==> src/rtl/l2_write_buffer_if.sv <==
// rtl/l2_write_buffer_if.sv - L2 memory port and cacheline-adaptor port bundle
interface l2_write_buffer_if;
  logic [31:0]  mem_address;
  logic         mem_read;
  logic         mem_write;
  logic [255:0] mem_wdata256;
  logic [255:0] mem_rdata256;
  logic         mem_resp;
  logic [31:0]  pmem_address;
  logic         pmem_read;
  logic         pmem_write;
  logic [255:0] pmem_wdata;
  logic [255:0] pmem_rdata;
  logic         pmem_resp;

  modport slave (
    input  mem_address, mem_read, mem_write, mem_wdata256, pmem_rdata, pmem_resp,
    output mem_rdata256, mem_resp, pmem_address, pmem_read, pmem_write, pmem_wdata
  );

  modport master (
    output mem_address, mem_read, mem_write, mem_wdata256, pmem_rdata, pmem_resp,
    input  mem_rdata256, mem_resp, pmem_address, pmem_read, pmem_write, pmem_wdata
  );
endinterface

==> src/rtl/l2_write_buffer.sv <==
// rtl/l2_write_buffer.sv - posted write-back buffer between L2 and the cacheline adaptor
module l2_write_buffer #(
  parameter int DEPTH = 4
) (
  input  logic             clk,
  input  logic             rst,
  l2_write_buffer_if.slave bus
);
  localparam int PTR_W = $clog2(DEPTH);
  localparam int CNT_W = $clog2(DEPTH + 1);

  typedef enum logic [1:0] {IDLE, RESP, MISS, DRAIN} state_e;

  state_e state_q, state_d;

  logic [DEPTH-1:0] valid_q;
  logic [26:0]      tag_q  [DEPTH];
  logic [255:0]     data_q [DEPTH];

  logic [PTR_W-1:0] head_q, head_d;
  logic [PTR_W-1:0] tail_q, tail_d;
  logic [CNT_W-1:0] count_q, count_d;

  logic         mem_resp_q, mem_resp_d;
  logic [255:0] mem_rdata_q, mem_rdata_d;
  logic         pmem_read_q, pmem_read_d;
  logic         pmem_write_q, pmem_write_d;
  logic [31:0]  pmem_addr_q, pmem_addr_d;
  logic [255:0] pmem_wdata_q, pmem_wdata_d;

  logic             hit;
  logic [PTR_W-1:0] hit_idx;
  logic             wr_en;
  logic [PTR_W-1:0] wr_idx;
  logic             pop;
  logic             go_drain;
  logic             unused_addr_bits;

  assign unused_addr_bits = ^bus.mem_address[4:0];

  // Tags are unique among valid entries, so at most one entry can match.
  always_comb begin
    hit     = 1'b0;
    hit_idx = '0;
    for (int i = 0; i < DEPTH; i++) begin
      if (valid_q[i] && (tag_q[i] == bus.mem_address[31:5])) begin
        hit     = 1'b1;
        hit_idx = PTR_W'(i);
      end
    end
  end

  always_comb begin
    state_d      = state_q;
    head_d       = head_q;
    tail_d       = tail_q;
    count_d      = count_q;
    mem_resp_d   = 1'b0;
    mem_rdata_d  = mem_rdata_q;
    pmem_read_d  = pmem_read_q;
    pmem_write_d = pmem_write_q;
    pmem_addr_d  = pmem_addr_q;
    pmem_wdata_d = pmem_wdata_q;
    wr_en        = 1'b0;
    wr_idx       = tail_q;
    pop          = 1'b0;
    go_drain     = 1'b0;

    unique case (state_q)
      IDLE: begin
        if (bus.mem_read) begin
          if (hit) begin
            mem_rdata_d = data_q[hit_idx];
            mem_resp_d  = 1'b1;
            state_d     = RESP;
          end else begin
            pmem_read_d = 1'b1;
            pmem_addr_d = {bus.mem_address[31:5], 5'b0};
            state_d     = MISS;
          end
        end else if (bus.mem_write) begin
          if (hit) begin
            wr_en      = 1'b1;
            wr_idx     = hit_idx;
            mem_resp_d = 1'b1;
            state_d    = RESP;
          end else if (count_q < CNT_W'(DEPTH)) begin
            wr_en      = 1'b1;
            tail_d     = tail_q + PTR_W'(1);
            count_d    = count_q + CNT_W'(1);
            mem_resp_d = 1'b1;
            state_d    = RESP;
          end else begin
            go_drain = 1'b1;
          end
        end else if (count_q != '0) begin
          go_drain = 1'b1;
        end
      end
      RESP: state_d = IDLE;
      MISS: begin
        if (bus.pmem_resp) begin
          pmem_read_d = 1'b0;
          mem_rdata_d = bus.pmem_rdata;
          mem_resp_d  = 1'b1;
          state_d     = RESP;
        end
      end
      DRAIN: begin
        // Head stays valid (and hit-visible) until the adaptor acknowledges it.
        if (bus.pmem_resp) begin
          pmem_write_d = 1'b0;
          pop          = 1'b1;
          head_d       = head_q + PTR_W'(1);
          count_d      = count_q - CNT_W'(1);
          state_d      = IDLE;
        end
      end
      default: state_d = IDLE;
    endcase

    if (go_drain) begin
      pmem_write_d = 1'b1;
      pmem_addr_d  = {tag_q[head_q], 5'b0};
      pmem_wdata_d = data_q[head_q];
      state_d      = DRAIN;
    end
  end

  always_ff @(posedge clk or posedge rst) begin
    if (rst) begin
      state_q <= IDLE;
    end else begin
      state_q <= state_d;
    end
  end

  always_ff @(posedge clk or posedge rst) begin
    if (rst) begin
      head_q       <= '0;
      tail_q       <= '0;
      count_q      <= '0;
      mem_resp_q   <= 1'b0;
      mem_rdata_q  <= '0;
      pmem_read_q  <= 1'b0;
      pmem_write_q <= 1'b0;
      pmem_addr_q  <= '0;
      pmem_wdata_q <= '0;
    end else begin
      head_q       <= head_d;
      tail_q       <= tail_d;
      count_q      <= count_d;
      mem_resp_q   <= mem_resp_d;
      mem_rdata_q  <= mem_rdata_d;
      pmem_read_q  <= pmem_read_d;
      pmem_write_q <= pmem_write_d;
      pmem_addr_q  <= pmem_addr_d;
      pmem_wdata_q <= pmem_wdata_d;
    end
  end

  always_ff @(posedge clk or posedge rst) begin
    if (rst) begin
      valid_q <= '0;
      for (int i = 0; i < DEPTH; i++) begin
        tag_q[i]  <= '0;
        data_q[i] <= '0;
      end
    end else begin
      if (wr_en) begin
        valid_q[wr_idx] <= 1'b1;
        tag_q[wr_idx]   <= bus.mem_address[31:5];
        data_q[wr_idx]  <= bus.mem_wdata256;
      end
      if (pop) begin
        valid_q[head_q] <= 1'b0;
      end
    end
  end

  assign bus.mem_resp     = mem_resp_q;
  assign bus.mem_rdata256 = mem_rdata_q;
  assign bus.pmem_read    = pmem_read_q;
  assign bus.pmem_write   = pmem_write_q;
  assign bus.pmem_address = pmem_addr_q;
  assign bus.pmem_wdata   = pmem_wdata_q;
endmodule

==> src/flat_wrapper.sv <==
// flat-port wrapper written by rule: the top's interface ports become plain ports
module l2_write_buffer_flat 
#(
  parameter int DEPTH = 4
)
  (clk, rst, bus_mem_address, bus_mem_read, bus_mem_write, bus_mem_wdata256, bus_pmem_rdata, bus_pmem_resp, bus_mem_rdata256, bus_mem_resp, bus_pmem_address, bus_pmem_read, bus_pmem_write, bus_pmem_wdata);
  l2_write_buffer_if bus_i ();
  input  logic clk;
  input  logic rst;
  input wire logic [$bits(bus_i.mem_address)-1:0] bus_mem_address;
  input wire logic [$bits(bus_i.mem_read)-1:0] bus_mem_read;
  input wire logic [$bits(bus_i.mem_write)-1:0] bus_mem_write;
  input wire logic [$bits(bus_i.mem_wdata256)-1:0] bus_mem_wdata256;
  input wire logic [$bits(bus_i.pmem_rdata)-1:0] bus_pmem_rdata;
  input wire logic [$bits(bus_i.pmem_resp)-1:0] bus_pmem_resp;
  output wire logic [$bits(bus_i.mem_rdata256)-1:0] bus_mem_rdata256;
  output wire logic [$bits(bus_i.mem_resp)-1:0] bus_mem_resp;
  output wire logic [$bits(bus_i.pmem_address)-1:0] bus_pmem_address;
  output wire logic [$bits(bus_i.pmem_read)-1:0] bus_pmem_read;
  output wire logic [$bits(bus_i.pmem_write)-1:0] bus_pmem_write;
  output wire logic [$bits(bus_i.pmem_wdata)-1:0] bus_pmem_wdata;
  assign bus_i.mem_address = bus_mem_address;
  assign bus_i.mem_read = bus_mem_read;
  assign bus_i.mem_write = bus_mem_write;
  assign bus_i.mem_wdata256 = bus_mem_wdata256;
  assign bus_i.pmem_rdata = bus_pmem_rdata;
  assign bus_i.pmem_resp = bus_pmem_resp;
  assign bus_mem_rdata256 = bus_i.mem_rdata256;
  assign bus_mem_resp = bus_i.mem_resp;
  assign bus_pmem_address = bus_i.pmem_address;
  assign bus_pmem_read = bus_i.pmem_read;
  assign bus_pmem_write = bus_i.pmem_write;
  assign bus_pmem_wdata = bus_i.pmem_wdata;
  l2_write_buffer #(.DEPTH(DEPTH)) u_core (.clk(clk), .rst(rst), .bus(bus_i));
endmodule
==> config.mk <==
export PLATFORM = sky130hd
export DESIGN_NAME = l2_write_buffer_flat
export DESIGN_NICKNAME = d
export VERILOG_FILES = /design/src/rtl/l2_write_buffer_if.sv /design/src/rtl/l2_write_buffer.sv /design/src/flat_wrapper.sv
export SDC_FILE = /design/constraint.sdc
export NUM_CORES = 2
export LEC_CHECK = 0
export BUFFER_PORTS_ARGS = -buffer_cell sky130_fd_sc_hd__buf_2
export CORE_AREA = 2 2 432 434
export CTS_BUF_LIST = sky130_fd_sc_hd__clkbuf_4 sky130_fd_sc_hd__clkbuf_8 sky130_fd_sc_hd__clkbuf_16
export CTS_CLUSTER_DIAMETER = 60
export CTS_CLUSTER_SIZE = 20
export DETAILED_ROUTE_END_ITERATION = 8
export DIE_AREA = 0 0 434 436
export GPL_ROUTABILITY_DRIVEN = 0
export PLACE_DENSITY_LB_ADDON = 0.12
export SETUP_SLACK_MARGIN = 0.15
export SYNTH_ARGS = -nofsm -noshare
export SYNTH_HDL_FRONTEND = slang
export SYNTH_SLANG_ARGS = --single-unit
==> constraint.sdc <==
create_clock -name clk -period 111.5 [get_ports clk]
set_input_delay 5.575 -clock clk [delete_from_list [all_inputs] [get_ports clk]]
set_output_delay 5.575 -clock clk [all_outputs]
set_load 0.01 [all_outputs]
Word-level counts from Yosys, hierarchy flattened
Index checks and enable logic that the tools add are counted.
{"block": "classes", "add_sub_neg": 4, "mul": 0, "div_mod_pow": 0, "n_lt_le_gt_ge": 9, "n_eq_ne": 20, "shift": 0, "n_mux": 77, "bitwise": 8, "reduce_logical": 23}
{"cell": "$mux W256", "n": 8}
{"cell": "$bmux W256 S2", "n": 2}
{"cell": "$bwmux W1024", "n": 1}
{"cell": "$demux W256 S2", "n": 1}
{"cell": "$pmux W256 S2", "n": 1}
{"cell": "$mux W32", "n": 4}
{"cell": "$bwmux W108", "n": 1}
{"cell": "$eq A27 B27 Y1", "n": 4}
{"cell": "$mux W27", "n": 3}
{"cell": "$bmux W27 S2", "n": 1}
{"cell": "$demux W27 S2", "n": 1}
{"cell": "$mux W2", "n": 14}
{"cell": "$mux W1", "n": 27}
{"cell": "$mux W3", "n": 5}
{"cell": "$ne A2 B2 Y1 const B", "n": 7}
{"cell": "$reduce_and A4 Y1", "n": 3}
{"cell": "$reduce_bool A2 Y1", "n": 6}
{"cell": "$ge A3 B3 Y1 const B", "n": 3}
{"cell": "$not A2 Y3", "n": 3}
{"cell": "$mux W4", "n": 2}
{"cell": "$pmux W2 S4", "n": 1}
{"cell": "$logic_and A1 B1 Y1", "n": 7}
{"cell": "$lt A2 B3 Y1 const B", "n": 2}
{"cell": "$ne A3 B2 Y1 const B", "n": 2}
{"cell": "24 further kinds", "n": 32}
{"block": "word_totals", "regBits": 1692, "latch_bits": 0, "mem_bits_rw": 0, "mem_bits_ro": 0, "in_bits": 549, "mem_count": 0}

Longest topological paths before layout
{"block": "depth", "ltp_word": 18, "ltp_mapped": 13, "depth_no_buf": 8}

Worst setup path before layout
Ideal clock, no wire load.
{"block": "synth_timing", "path_type": "input-to-reg", "start": "input bus_mem_address[9]", "end": "register u_core.data_q[14] (netlist name)", "arrival_ns": 8.278, "required_time_ns": 111.375, "path_slack_ns": 103.097, "stages": 13, "path_cell_list": "buf_2 -> xnor2_1 -> nand4_1 -> or4_1 -> or4_1 -> clkbuf_1 -> a21o_1 -> a22oi_4 -> nand2b_1 -> buf_2 -> buf_2 -> buf_4 -> mux2_2"}
{"block": "synth_between", "elab_chain_len": 16, "elab_cells_between_ends": 30, "cone_classes": "order compare (2); eq/ne (4); mux (18); bitwise (1); reduce/logical (5)"}
{"element": "start: declaration", "line": "flat_wrapper.sv:10", "rtl": "input wire logic [$bits(bus_i.mem_address)-1:0] bus_mem_address;"}
{"element": "$eq A27 B27 Y1", "line": "l2_write_buffer.sv:46", "rtl": "if (valid_q[i] && (tag_q[i] == bus.mem_address[31:5])) begin"}
{"element": "$logic_and A1 B1 Y1", "line": "l2_write_buffer.sv:46"}
{"element": "$mux W1 (4 in a row)", "line": "l2_write_buffer.sv:46"}
{"element": "$mux W2", "line": "l2_write_buffer.sv:82", "rtl": "if (hit) begin"}
{"element": "$mux W2", "line": "l2_write_buffer.sv:81", "rtl": "end else if (bus.mem_write) begin"}
{"element": "$mux W2", "line": "l2_write_buffer.sv:71", "rtl": "if (bus.mem_read) begin"}
{"element": "$mux W2", "line": "l2_write_buffer.sv:69", "rtl": "unique case (state_q)"}
{"element": "$not A2 Y3 (not written as such)", "line": "l2_write_buffer.sv:173", "rtl": "data_q[wr_idx] <= bus.mem_wdata256;"}
{"element": "$ge A3 B3 Y1 (not written as such) / $lt A3 B1 Y1 (equally long branches)", "line": "l2_write_buffer.sv:173"}
{"element": "$logic_and A1 B1 Y1 (not written as such)", "line": "l2_write_buffer.sv:173"}
{"element": "$mux W256 (not written as such)", "line": "l2_write_buffer.sv:173"}
{"element": "$demux W256 S2", "line": "l2_write_buffer.sv:173"}
{"element": "$bwmux W1024", "line": "l2_write_buffer.sv:173"}
{"element": "end signal: indexed assignment", "line": "l2_write_buffer.sv:173"}
{"element": "end: declaration", "line": "l2_write_buffer.sv:18", "rtl": "logic [255:0] data_q [DEPTH];"}
Parallel ways exist; a longest one is shown, timed or not.
A chain may end at the register's enable or synchronous reset.

Final worst setup path
{"block": "layout_timing", "start": "input bus_mem_address[9]", "end": "register u_core.data_q[436] (netlist name)"}
Same word-level chain as after synthesis.

==> run summary <==
In the global route stage, met1 resource usage came out at 36.4%. Summed over all layers, the routed wires come to 274 mm. Number of synthesized flops with an enable pin: 0. Leakage power of the design: 43.4 nW. The worst-path cell with the longest stage delay was sky130_fd_sc_hd__buf_4.

For the number of distinct library cells after synthesis, the log shows 48. From synthesis to final layout, the design area changed by 15.7%. Leaving out fill and tap cells, the most frequent cell in the layout is sky130_fd_sc_hd__dfrtp_1. Counting flops and latches in the post-synthesis netlist gives 1687.

The cell sitting at the root of the clock tree is a sky130_fd_sc_hd__clkbuf_16. Number of stages on the worst setup path: 14. Summed over its instances, the top area cell type makes up 52.9% of the synthesized netlist area.

Setup repair after global routing left no endpoint under its margin. The most frequent cell on the critical path was sky130_fd_sc_hd__buf_4. After clock tree synthesis, the clock-pin slew on the worst setup and hold paths is 70 ps. Number of buffers and inverters on the critical path: 6. For this run, the register share of the synthesized area comes to 52.9%.

Worst hold-check path type: register to register. Setup violations remaining at the end of the flow were counted as 0. The via count of the first global-routing pass came out at 56800. Top achievable clock speed: 0.0865 GHz. The startpoint identified for the worst register-to-register timing path is u_core.tag_q[58]$_DFFE_PP0P_. The die width came out at 434 um.

The worst setup path is captured at a register. The design draws 2.44 mW. TritonCTS built the clock tree.

After synthesis, the mean cell area works out to 13.0 um^2. The tools report the final global-route overflow total as 0. The logs give 54.8 ps for the setup skew after layout and 6 for the number of iterations in the first detailed-routing pass. In the final timing run, aggregate negative setup slack is 0 ps.

For the total count of hold-check failures in the final report, the log shows 0. The count of boundary I/O pins was 1096; the slew at the pin with the worst max-slew slack was 1150 ps. The number of port buffers is 1085. The cell class contributing the biggest share of worst-path delay was buffers and inverters. In this run, the number of DRC markers left after iteration 0 of detailed routing was 4090.

The minimum clock period is 11560 ps, and the met3 usage is 6.68%. Of all nets on the critical path, the largest fanout is 48. The run finished with clean final reports. The library cells used most frequently in the layout, excluding fill and tap cells, are 1685 x sky130_fd_sc_hd__dfrtp_1, 1158 x sky130_fd_sc_hd__mux2_2, 1085 x sky130_fd_sc_hd__buf_2. On the worst path, the slowest cell contributes a delay of 890 ps. The tools report the CTS buffer count as 147. The cell count after synthesis came out at 6127. The setup check on the worst reg-to-reg path leaves a slack of 104510 ps. In this run the power density over the cells is 26.4 mW/mm^2.

The cell accounting for the most synthesized area is sky130_fd_sc_hd__dfrtp_1. After routing the design area is 0.0924 mm^2. The fraction of final layout cells with drive strength greater than 1 was 41.3%; the period utilization was 10.4%. For this block, the via count after detailed routing is 56300. Clock latency on the worst-skew pair, taken at its later pin, is 840 ps. Dividing the detail-routed via count by the number of cells gives 5.86. For this run, design rule violations remaining after detail routing come to 0.

Once the floorplan was initialized, standard cells occupied 43.2% of the core. VDD sags by at most 0.0181 mV. The tools report the buffer depth of the longest clock path as 3.

In the post-synthesis netlist, the biggest area contributors are sky130_fd_sc_hd__dfrtp_1 53%, sky130_fd_sc_hd__mux2_2 16%, sky130_fd_sc_hd__mux4_2 8.0%, sky130_fd_sc_hd__mux2_1 4.0%, sky130_fd_sc_hd__nand3_1 2.4%. In this run, post-CTS hold repair placed 0 buffers. The number of cell instances on the worst register-to-register path was 13.

The placed instance area was 0.0870 mm^2; the detailed-placement wirelength estimate was 172 mm. The tools report the initial antenna violation count as 164. The global routing stage identified its most utilized layer as met2.

Traced cell by cell, the critical path runs through buf_2 > xnor2_1 > nand4_1 > or4_1 > nor4_4 > buf_4 > or4b_2 > a21boi_0 > nand2_4 > buf_4 > buf_4 > buf_4 > buf_4 > mux2_2. In this run the remaining antenna-violating nets after routing total 0. The tools report the overall die area as 0.189 mm^2.

The most used flip-flop cell after synthesis is sky130_fd_sc_hd__dfrtp_1. Dividing the detail-routed wire length by the instance count gives 28.5 um. The max-slew violation total from the final report was 0.

The critical path class was input port to register. The number of sinks on the clock net came out at 1687. The tools report the startpoint class of the critical path as an input port.

For the worst slew slack as a fraction of its limit, the log shows 23.5%. At the worst endpoint, the required time is 112190 ps. The tools report the global-route met2 utilization as 44.9%. The core footprint was 0.185 mm^2; the pin count of the biggest net entering global routing was 172. Across every metal layer, demand over resource in global routing totals 28.5%. In this run the worst setup path terminates at u_core.data_q[436]$_DFFE_PP0P_. The net total in the final layout is 7491, and the number of cells upsized or downsized after cts is 0. The count of H-tree levels built during CTS is 4. The first global-routing pass estimated 400 mm of wire. For this run, the number of Yosys warnings is 0.

The share of synthesized registers carrying an async set or reset was 100%. The total number of placement rows is 158. In this run the critical register-to-register path is captured at u_core.data_q[436]$_DFFE_PP0P_. At the worst endpoint, the arrival time is 12250 ps. The overall die height is 436 um. Max-cap violations in this run came to 0. After synthesis the cells add up to 0.0798 mm^2. Tracing the worst setup path back leads to its startpoint at bus_mem_address[9]. The run gives 0 as the post-CTS setup-driven buffer insertion count.
-- synthesized netlist by cell type (31+ instances only) --
cell type	count
sky130_fd_sc_hd__xnor2_1	42
sky130_fd_sc_hd__mux2i_1	122
sky130_fd_sc_hd__a31oi_1	135
sky130_fd_sc_hd__buf_4	31
sky130_fd_sc_hd__o22a_1	122
sky130_fd_sc_hd__xor2_1	71
sky130_fd_sc_hd__o21ai_0	127
sky130_fd_sc_hd__nor2_1	147
sky130_fd_sc_hd__o211ai_1	135
sky130_fd_sc_hd__dfrtp_1	1687
sky130_fd_sc_hd__mux2_2	1158
sky130_fd_sc_hd__nand2_1	403
sky130_fd_sc_hd__nand3_1	386
sky130_fd_sc_hd__clkbuf_1	299
sky130_fd_sc_hd__buf_2	183
sky130_fd_sc_hd__mux4_2	283
sky130_fd_sc_hd__a21oi_1	264
sky130_fd_sc_hd__and3_1	135
sky130_fd_sc_hd__mux2_1	284
-- how the worst min path moves through the flow --
stage,slack (ps),depth (start not counted),startpoint,to
finish,500,1,u_core.bus.pmem_wdata[155]$_DFFE_PP0N_,u_core.bus.pmem_wdata[155]$_DFFE_PP0N_
global route,510,1,u_core.bus.pmem_wdata[90]$_DFFE_PP0N_,u_core.bus.pmem_wdata[90]$_DFFE_PP0N_
CTS,510,1,u_core.bus.pmem_wdata[71]$_DFFE_PP0N_,u_core.bus.pmem_wdata[71]$_DFFE_PP0N_
detailed placement,490,1,u_core.bus.pmem_wdata[71]$_DFFE_PP0N_,u_core.bus.pmem_wdata[71]$_DFFE_PP0N_
global placement,480,1,u_core.bus.pmem_wdata[38]$_DFFE_PP0N_,u_core.bus.pmem_wdata[38]$_DFFE_PP0N_
floorplan,460,1,u_core.tail_q[1]$_DFFE_PP0P_,u_core.tail_q[1]$_DFFE_PP0P_
-- metrics by stage --
step | utilization (%) | setup WS (ps) | hold slack (ps) | cells
after floorplan | - | 58310 | 459 | 6131
after global placement | 47.1 | 99060 | 485 | 9268
after detailed placement | 47.1 | 99050 | 489 | 9268
after CTS | 49.9 | 99930 | 506 | 9543
after global routing | 50.0 | 99640 | 511 | 9604
final | 50.0 | 99940 | 499 | 9611
-- cell families after synthesis --
group / synth area share, %
flops: 52.9
simple gates: 6.66
mux: 29.9
other cells: 0.00470
xor+xnor: 1.24
buf+inv: 2.96
compound gates: 6.28
fa+ha+maj: 0.0878
-- routing by layer --
metal | vias up | routed length, um
li1 | 24300 | -
met1 | 29400 | 111000
met2 | 1858 | 129000
met3 | 659 | 18200
met4 | 92 | 15100
met5 | - | 598
-- where the power goes --
group          total, mW  switching (mW)  internal [mW]
clock              0.556           0.263          0.293
combinational      0.880           0.456          0.424
sequential          1.00           0.165          0.838
total               2.44           0.884           1.55
-- flip-flops by register name (all words and copies together) (netlist names) --
signal / count
u_core.data_q: 1024
u_core.bus.mem_rdata256: 256
u_core.bus.pmem_wdata: 256
u_core.tag_q: 108
u_core.bus.pmem_address: 27
u_core.valid_q: 4
u_core.count_q: 3
u_core.head_q: 2
u_core.state_q: 2
u_core.tail_q: 2
u_core.bus.mem_resp: 1
u_core.bus.pmem_read: 1
u_core.bus.pmem_write: 1
-- final cells by class --
class	count	area (um^2)
Sequential cell	1687	42200
Fill cell	16700	92300
Clock inverter	100	1130
Multi-Input combinational cell	3907	35300
Antenna cell	68	170
Clock buffer	175	4050
Tap cell	2480	3100
Inverter	10	45.0
Timing Repair Buffer	1184	6300
Note: power is estimated with default switching activity, not from simulation.
